<file path="src/rtl/exp3_pkg.sv">
// Shared definitions for the experiment-3 linear-search circuit.
// Holds the controller state encoding and the default counter/switch width.
// Imported by the controller; the datapath only needs the width.
package exp3_pkg;

  localparam int W_DEF = 4;

  // Encodings are visible on db_estado, so they are fixed explicitly.
  typedef enum logic [3:0] {
    INICIAL   = 4'b0000,
    PREPARA   = 4'b0001,
    COMPARA   = 4'b0010,
    PROXIMO   = 4'b0011,
    ACHOU     = 4'b0100,
    NAO_ACHOU = 4'b0101,
    ESPERA    = 4'b0110
  } estado_t;

endpackage

</file>
<file path="src/rtl/unidade_controle_busca.sv">
// Purpose : Moore controller that sequences a counter/comparator datapath
//           through a linear search (clear, then compare/increment until a
//           match or until the count reaches 2^W-1).
// Latency : pronto pulses 2N+2 edges after the edge sampling iniciar, with
//           stable switches equal to N.
// Backpressure: none; iniciar/abortar are level-sampled every cycle.
//
// Ports:
//   clock, reset_n      - rising-edge clock, asynchronous active-low reset
//   iniciar, abortar    - start request / cancel search (level-sampled)
//   igual, contagem     - datapath comparator flag and current count
//   zera, conta         - datapath counter clear / increment controls
//   pronto, encontrado  - end-of-search pulse / held result flag
//   db_estado           - current state code for debug
module unidade_controle_busca
  import exp3_pkg::*;
#(
  parameter int W = W_DEF
) (
  input  logic         clock,
  input  logic         reset_n,
  input  logic         iniciar,
  input  logic         abortar,
  input  logic         igual,
  input  logic [W-1:0] contagem,
  output logic         zera,
  output logic         conta,
  output logic         pronto,
  output logic         encontrado,
  output logic [3:0]   db_estado
);

  localparam logic [W-1:0] ULTIMO = '1;

  estado_t estado_q, estado_d;
  logic    encontrado_q, encontrado_d;

  // State and result registers.
  always_ff @(posedge clock or negedge reset_n) begin
    if (!reset_n) begin
      estado_q     <= INICIAL;
      encontrado_q <= 1'b0;
    end else begin
      estado_q     <= estado_d;
      encontrado_q <= encontrado_d;
    end
  end

  // Next-state logic. abortar is only honoured in the search loop.
  always_comb begin
    estado_d = INICIAL;
    unique case (estado_q)
      INICIAL:   estado_d = iniciar ? PREPARA : INICIAL;
      PREPARA:   estado_d = COMPARA;
      COMPARA: begin
        if (abortar)                estado_d = INICIAL;
        else if (igual)             estado_d = ACHOU;
        else if (contagem == ULTIMO) estado_d = NAO_ACHOU;
        else                        estado_d = PROXIMO;
      end
      PROXIMO:   estado_d = abortar ? INICIAL : COMPARA;
      ACHOU:     estado_d = ESPERA;
      NAO_ACHOU: estado_d = ESPERA;
      ESPERA:    estado_d = iniciar ? PREPARA : ESPERA;
      // Unused codes recover to the idle state.
      default:   estado_d = INICIAL;
    endcase
  end

  // Moore output decode, plus the result-register update. The result is
  // cleared when a new search is prepared and written when a search ends;
  // every other state holds it.
  always_comb begin
    zera         = 1'b0;
    conta        = 1'b0;
    pronto       = 1'b0;
    encontrado_d = encontrado_q;
    unique case (estado_q)
      PREPARA: begin
        zera         = 1'b1;
        encontrado_d = 1'b0;
      end
      PROXIMO:   conta = 1'b1;
      ACHOU: begin
        pronto       = 1'b1;
        encontrado_d = 1'b1;
      end
      NAO_ACHOU: begin
        pronto       = 1'b1;
        encontrado_d = 1'b0;
      end
      default: ;
    endcase
  end

  assign encontrado = encontrado_q;
  assign db_estado  = estado_q;

endmodule
</file>
<file path="config.mk">
export PLATFORM = sky130hd
export DESIGN_NAME = unidade_controle_busca
export DESIGN_NICKNAME = d
export VERILOG_FILES = /design/src/rtl/exp3_pkg.sv /design/src/rtl/unidade_controle_busca.sv
export SDC_FILE = /design/constraint.sdc
export NUM_CORES = 1
export LEC_CHECK = 0
export ABC_AREA = 1
export ABC_CLOCK_PERIOD_IN_PS = 1100
export BUFFER_PORTS_ARGS = -buffer_cell sky130_fd_sc_hd__clkbuf_2
export CAP_MARGIN = 20
export CORE_AREA = 2 2 39 41
export DETAILED_ROUTE_END_ITERATION = 7
export DIE_AREA = 0 0 41 43
export PLACE_DENSITY = 0.41
export SETUP_SLACK_MARGIN = 0.02
export SYNTH_ARGS = -nofsm -noshare
export SYNTH_HDL_FRONTEND = slang
export SYNTH_SLANG_ARGS = --single-unit
</file>
<file path="constraint.sdc">
create_clock -name clock -period 1.1 [get_ports clock]
set_clock_uncertainty 0.1 [all_clocks]
set_input_delay 0.055 -clock clock [delete_from_list [all_inputs] [get_ports clock]]
set_output_delay 0.055 -clock clock [all_outputs]
set_load 0.03 [all_outputs]
</file>
==> results of run 1 <==
worst paths after layout:
path,to,slack (ps),cells past startpoint
min reg2reg,encontrado,430,1
max in group asynchronous,db_estado[0],700,2
max reg2reg,db_estado[1],-10,6
min in group clock,db_estado[2],90,6
max,pronto,-90,4
min,db_estado[1],70,2
cell families (layout without fill, tap and decap cells):
| kind of cell | after synthesis | in the layout | synth area share (%) |
|---|---|---|---|
| DFF | 4 | 4 | 39.22 |
| buffers and inverters | 12 | 39 | 19.12 |
| and+or+nand+nor | 24 | 24 | 38.24 |
| other | 1 | 1 | 1.469 |
| AOI/OAI and AO/OA | 1 | 1 | 1.959 |
layout make-up:
type                    instances  area, sq um  share of cell area [%]
repair buffers                 24        197.7                   37.26
multi-input cells              26        138.9                   26.18
flip-flops and latches          4        103.9                   19.58
inverters                      11        43.79                   8.255
clock buffers                   4        26.28                   4.953
well taps                      16        20.02                   3.774
flip-flops by register name, indices dropped and copies added, names as in the netlist:
signal	flops
encontrado	1
db_estado	3
worst max-delay path, cell delays in order (launching register included):
cell	delay [ps]
dfrtp_2	450
inv_4	100
nand2_2	70
inv_2	70
buf_8	120
layer usage:
| layer | track usage [%] | vias to the layer above | share of wire, % |
|---|---|---|---|
| met3 | 3.141 | 0 | 9.3 |
| met4 | 4.000 | 0 | 0 |
| met1 | 9.091 | 131 | 39 |
| met5 | 0 | - | 0 |
| met2 | 13.75 | 17 | 52 |
| li1 | - | 172 | - |
power by group through the flow:
stage	clock, mW	sequential, mW	combinational [mW]
3_5_place_dp	0	0.320	0.660
2_1_floorplan	0	0.452	0.340
5_1_grt	0.209	0.360	1.15
6_report	0.195	0.342	1.06
3_3_place_gp	0	0.319	0.671
4_1_cts	0.205	0.330	0.868
layout by cell type (no fill, tap or decap):
cell type	count
nor2_2	2
a21oi_1	1
dfrtp_2	3
clkbuf_2	11
nor2_4	2
buf_4	4
clkbuf_4	3
nand2_4	1
dfrtp_1	1
nand4_1	1
inv_1	8
dlygate4sd3_1	3
inv_2	2
nor2_1	2
buf_8	4
nand2_1	11
inv_4	1
conb_1	1
clkbuf_1	1
nand3_1	2
nand2_2	3
buf_6	2
timing repair:
item                                    4_1_cts  5_1_grt
endpoints found under the hold margin         5        0
gates resized for setup                      12       11
hold buffers                                  3        0
endpoints found under the setup margin        3        8
setup buffers                                 3        3
pin swaps                                     0        5
==> key figures, run 1 <==
Run status
  – Outcome: finished, violations left
  – Failing checks: negative setup slack

Yosys
  – Number of synthesized register bits: 4
  – Async SR Flop Fraction: 100.0%
  – Syn nets: 51
  – Synth top cells by count: 15 x nand2_1, 11 x inv_1, 5 x nor2_1
  – Mean Syn Cell Area: 6.077 sq um
  – Mapped Cells: 42
  – Sequential area share after synthesis: 39.22%
  – Dominant synthesized flop cell: dfrtp_1
  – Post-synth top area cell: dfrtp_1
  – Distinct cell type count after synthesis: 10
  – Mapped Area: 255.2 sq um
  – Warnings, synthesis: 0
  – Count leader, synth: nand2_1
  – Top-area cell type share of the netlist area: 39.22%
  – Post-synth EDFFs: 0
  – Area contributors post-synth: dfrtp_1 39%, nand2_1 22%, inv_1 16%

STA
  – WHS: 67.56 ps
  – Setup TNS: -267.0 ps
  – Final hold vios: 0
  – RSZ-0062 raised after global routing: yes
  – Period Utilization, post-route: 108.4%
  – Setup violators final: 6
  – Fmax: 0.8385 GHz
  – Max Slew Vio Count: 0
  – Final min period: 1193 ps
  – Fin worst setup slack: -92.64 ps

Layout
  – Layout cell share with drive strength beyond 1: 55.07%
  – Nets: 79
  – Number of diodes: 0
  – Area grow syn2layout: 107.8%
  – Fillers: 151
  – Finished Core Util: 38.34%
  – Final Non-Filler Cells: 85
  – Final Cell Area: 530.5 sq um

Floorplanning
  – Initial Utilization: 18.44%
  – Die height: 43 um
  – Die outline width: 41 um
  – IO Pins: 17
  – Rows: 14
  – DIE AREA: 0.001763 sq mm
  – Core area: 0.001384 sq mm

Detailed routing
  – Drc violations: 0
  – 1st-pass router iterations: 4
  – Via density: 3.765
  – DR vias: 320
  – WL final: 653 um
  – DR WL/cell: 7.682 um
  – DR iter-0 viols: 1
  – ANT nets after route: 0

GRT
  – Global Route Usage Sum: 8.459%
  – Congestion Overflow GR: 0
  – Vias in the first global route: 288
  – Largest net degree at the start of global routing: 5
  – First-pass GRT wire length: 1014 um
  – Initial antenna violation count: 0

Setup path
  – Crit path capture type: output pin
  – Critical Path RT: 940 ps
  – FF-to-FF Start: db_estado[1]
  – CP Launch Type: register
  – Arr. time, crit path: 1040 ps
  – Worst setup path start: db_estado[1]
  – Setup CP Type: register to output pin
  – Crit-path max FO: 4

Clocking
  – Max Buffers Root-to-Sink: 2
  – Clk slew on worst S/H paths: 40 ps
  – Clock sink total: 4
  – TritonCTS Buffers: 3
  – Root Buffer Master: clkbuf_4
  – Later-pin clock latency in the skew report: 230 ps
  – CTS tree: done
  – # H-tree levels: 1

Worst hold path
  – Class of the worst hold path: primary input to async pin

Power and ir drop
  – Total Power: 1.594 mW
  – Clock group share of total power: 12.2%
  – Leakage: 0.3066 nW
  – PwrDens: 3005 mW/mm^2
  – Total internal power: 0.8524 mW
  – Peak supply drop: 645.6 uV
  – Sequential cell fraction of total power: 21.4%
  – Combinational share of power: 66.3%
  – Switching pwr: 0.7419 mW
  – Net Sw Frac: 46.54%

Placed design
  – Dpl ws: 59.37 ps
  – Placer Congestion: 0.7007
  – Placed cell area: 354.1 sq um
  – Placed Cells incl. Taps: 72
  – Port Buffers: 15
  – Post-DP HPWL: 487.6 um

Flow run
  – Max Cap Violations: 0
Note: power is estimated with default switching activity, not from simulation.
==> run 2: changes to the inputs <==
--- a/config.mk
+++ b/config.mk
@@ -13,6 +13,7 @@
 export DETAILED_ROUTE_END_ITERATION = 7
 export DIE_AREA = 0 0 41 43
 export PLACE_DENSITY = 0.41
+export REMOVE_ABC_BUFFERS = 1
 export SETUP_SLACK_MARGIN = 0.02
 export SYNTH_ARGS = -nofsm -noshare
 export SYNTH_HDL_FRONTEND = slang
==> key figures, run 2 (synthesis results as in run 1) <==
Clocking
  – Later-pin clock latency in the skew report: 230 ps (about the same)
  – TritonCTS Buffers: 3 (unchanged)
  – CTS tree: done (unchanged)
  – Max Buffers Root-to-Sink: 2 (unchanged)
  – # H-tree levels: 1 (unchanged)
  – Clk slew on worst S/H paths: 40 ps (about the same)
  – Root Buffer Master: clkbuf_4 (unchanged)
  – Clock sink total: 4 (unchanged)

Power and ir drop
  – Switching pwr: 0.6602 mW (was 0.7419 mW)
  – Net Sw Frac: 48.70% (was 46.54%)
  – PwrDens: 2921 mW/mm^2 (was 3005 mW/mm^2)
  – Clock group share of total power: 13.1% (was 12.2%)
  – Leakage: 0.2869 nW (was 0.3066 nW)
  – Peak supply drop: 615.2 uV (was 645.6 uV)
  – Combinational share of power: 65.2% (was 66.3%)
  – Total Power: 1.356 mW (was 1.594 mW)
  – Total internal power: 0.6955 mW (was 0.8524 mW)
  – Sequential cell fraction of total power: 21.8% (was 21.4%)

Placed design
  – Dpl ws: 46.39 ps (was 59.37 ps)
  – Port Buffers: 15 (unchanged)
  – Placed Cells incl. Taps: 72 (unchanged)
  – Placed cell area: 342.8 sq um (was 354.1 sq um)
  – Placer Congestion: 0.6692 (was 0.7007)

Layout
  – Most frequent cells in the layout: 11 x nand2_1, 11 x clkbuf_2, 8 x inv_1, 5 x buf_4 (was 11 x nand2_1, 11 x clkbuf_2, 8 x inv_1, 4 x buf_8, 4 x buf_4)
  – Final Cell Area: 464.2 sq um (was 530.5 sq um)
  – Largest register FFs: 3 (unchanged)
  – Area grow syn2layout: 81.86% (was 107.8%)
  – Number of diodes: 0 (unchanged)
  – Nets: 76 (was 79)
  – Finished Core Util: 33.54% (was 38.34%)
  – Final Non-Filler Cells: 81 (was 85)
  – Layout cell share with drive strength beyond 1: 46.15% (was 55.07%)

Setup path
  – Arr. time, crit path: 1010 ps (was 1040 ps)
  – Setup CP Type: register to output pin (unchanged)
  – FF-to-FF Start: db_estado[2] (was db_estado[1])
  – CP cell instances: inv_2 -> nand2_2 -> nor2_1 -> buf_4 (was inv_4 -> nand2_2 -> inv_2 -> buf_8)
  – CP max stage cell: dfrtp_1 (was dfrtp_2)
  – CP Launch Type: register (unchanged)
  – Worst r2r path cells: 5 (was 6)
  – Crit path capture type: output pin (unchanged)
  – Max incr delay on CP: 400 ps (was 450 ps)
  – Crit-path max FO: 3 (was 4)
  – Critical Path RT: 940 ps (about the same)
  – Critical path's top delay family: flip-flops (unchanged)
  – CP Buf/Inv Count: 2 (was 3)
  – FF-to-FF setup slack: 30 ps (was -10 ps)
  – RR Endpoint: db_estado[1] (unchanged)

GRT
  – First-pass GRT wire length: 945 um (was 1014 um)
  – Initial antenna violation count: 0 (unchanged)
  – Vias in the first global route: 265 (was 288)
  – Global Route Usage Sum: 8.945% (was 8.459%)
  – Largest net degree at the start of global routing: 5 (unchanged)
  – Congestion Overflow GR: 0 (unchanged)

Detailed routing
  – DR vias: 310 (was 320)
  – Drc violations: 0 (unchanged)
  – WL final: 617 um (was 653 um)
  – DR WL/cell: 7.617 um (was 7.682 um)
  – DR iter-0 viols: 2 (was 1)
  – Via density: 3.827 (was 3.765)
  – ANT nets after route: 0 (unchanged)
  – 1st-pass router iterations: 4 (unchanged)

STA
  – Fmax: 0.8581 GHz (was 0.8385 GHz)
  – Final min period: 1165 ps (was 1193 ps)
  – Max Slew Vio Count: 0 (unchanged)
  – Final hold vios: 0 (unchanged)
  – RSZ-0062 raised after global routing: yes (unchanged)
  – Period Utilization, post-route: 105.9% (was 108.4%)
  – WHS: 69.63 ps (was 67.56 ps)
  – Setup TNS: -165.8 ps (was -267.0 ps)
  – Setup violators final: 3 (was 6)
  – Fin worst setup slack: -65.36 ps (was -92.64 ps)

Floorplanning
  – Core area: 0.001384 sq mm (unchanged)
  – Die height: 43 um (unchanged)
  – Rows: 14 (unchanged)
  – Initial Utilization: 18.44% (unchanged)
  – IO Pins: 17 (unchanged)
  – DIE AREA: 0.001763 sq mm (unchanged)
  – Die outline width: 41 um (unchanged)

Run status
  – Failing checks: negative setup slack (unchanged)
  – Outcome: finished, violations left (unchanged)

Flow run
  – Max Cap Violations: 0 (unchanged)

Worst hold path
  – Class of the worst hold path: primary input to async pin (unchanged)
==> run 2: cell count changes in the layout (fill, tap and decap cells not counted), moves of 2 or more <==
cell / before / now
buf_6: 2 / 0
buf_8: 4 / 1
dfrtp_1: 1 / 4
dfrtp_2: 3 / 0
nor2_1: 2 / 4
==> run 2: what timing repair did <==
action	4_1_cts	5_1_grt
pin swaps	0	4
hold buffers	3	0
gates resized for setup	10	9
buffers inserted	3	1
endpoints found under the hold margin	5	0
setup endpoints to repair	3	7
==> run 2: worst max path at each step <==
stage | cells after the start | to | start
floorplan | 5 | encontrado | db_estado[1]
global placement | 5 | db_estado[1] | db_estado[1]
detailed placement | 5 | db_estado[1] | db_estado[1]
CTS | 4 | pronto | db_estado[1]
global route | 4 | conta | db_estado[2]
finish | 4 | conta | db_estado[2]
==> run 2: area by class of cell <==
class | instances | area (sq um)
clock buffers | 3 | 22.52
inverters | 11 | 41.29
repair buffers | 21 | 151.4
fillers | 152 | 919.6
well taps | 16 | 20.02
flip-flops and latches | 4 | 100.1
multi-input cells | 26 | 128.9
==> run 2: routing by layer <==
metal | global-route usage [%] | share of wire [%]
met1 | 7.097 | 40
met2 | 14.37 | 49
met3 | 3.141 | 8.1
met4 | 10.00 | 2.3
met5 | 0 | 0
==> run 2: worst reg2reg max path, stage by stage (launching register included) <==
cell and delay (ps):
dfrtp_1 400, buf_4 150, nand3_1 80, nand2_2 70
nor2_2 110, nand2_1 50
==> run 2: power by group through the flow <==
stage / Sequential (mW) / Clock (mW) / Combinational, mW
2_1_floorplan: 0.431 / 0 / 0.312
3_3_place_gp: 0.294 / 0 / 0.642
3_5_place_dp: 0.294 / 0 / 0.634
4_1_cts: 0.292 / 0.192 / 0.802
5_1_grt: 0.312 / 0.199 / 0.965
6_report: 0.295 / 0.177 / 0.883
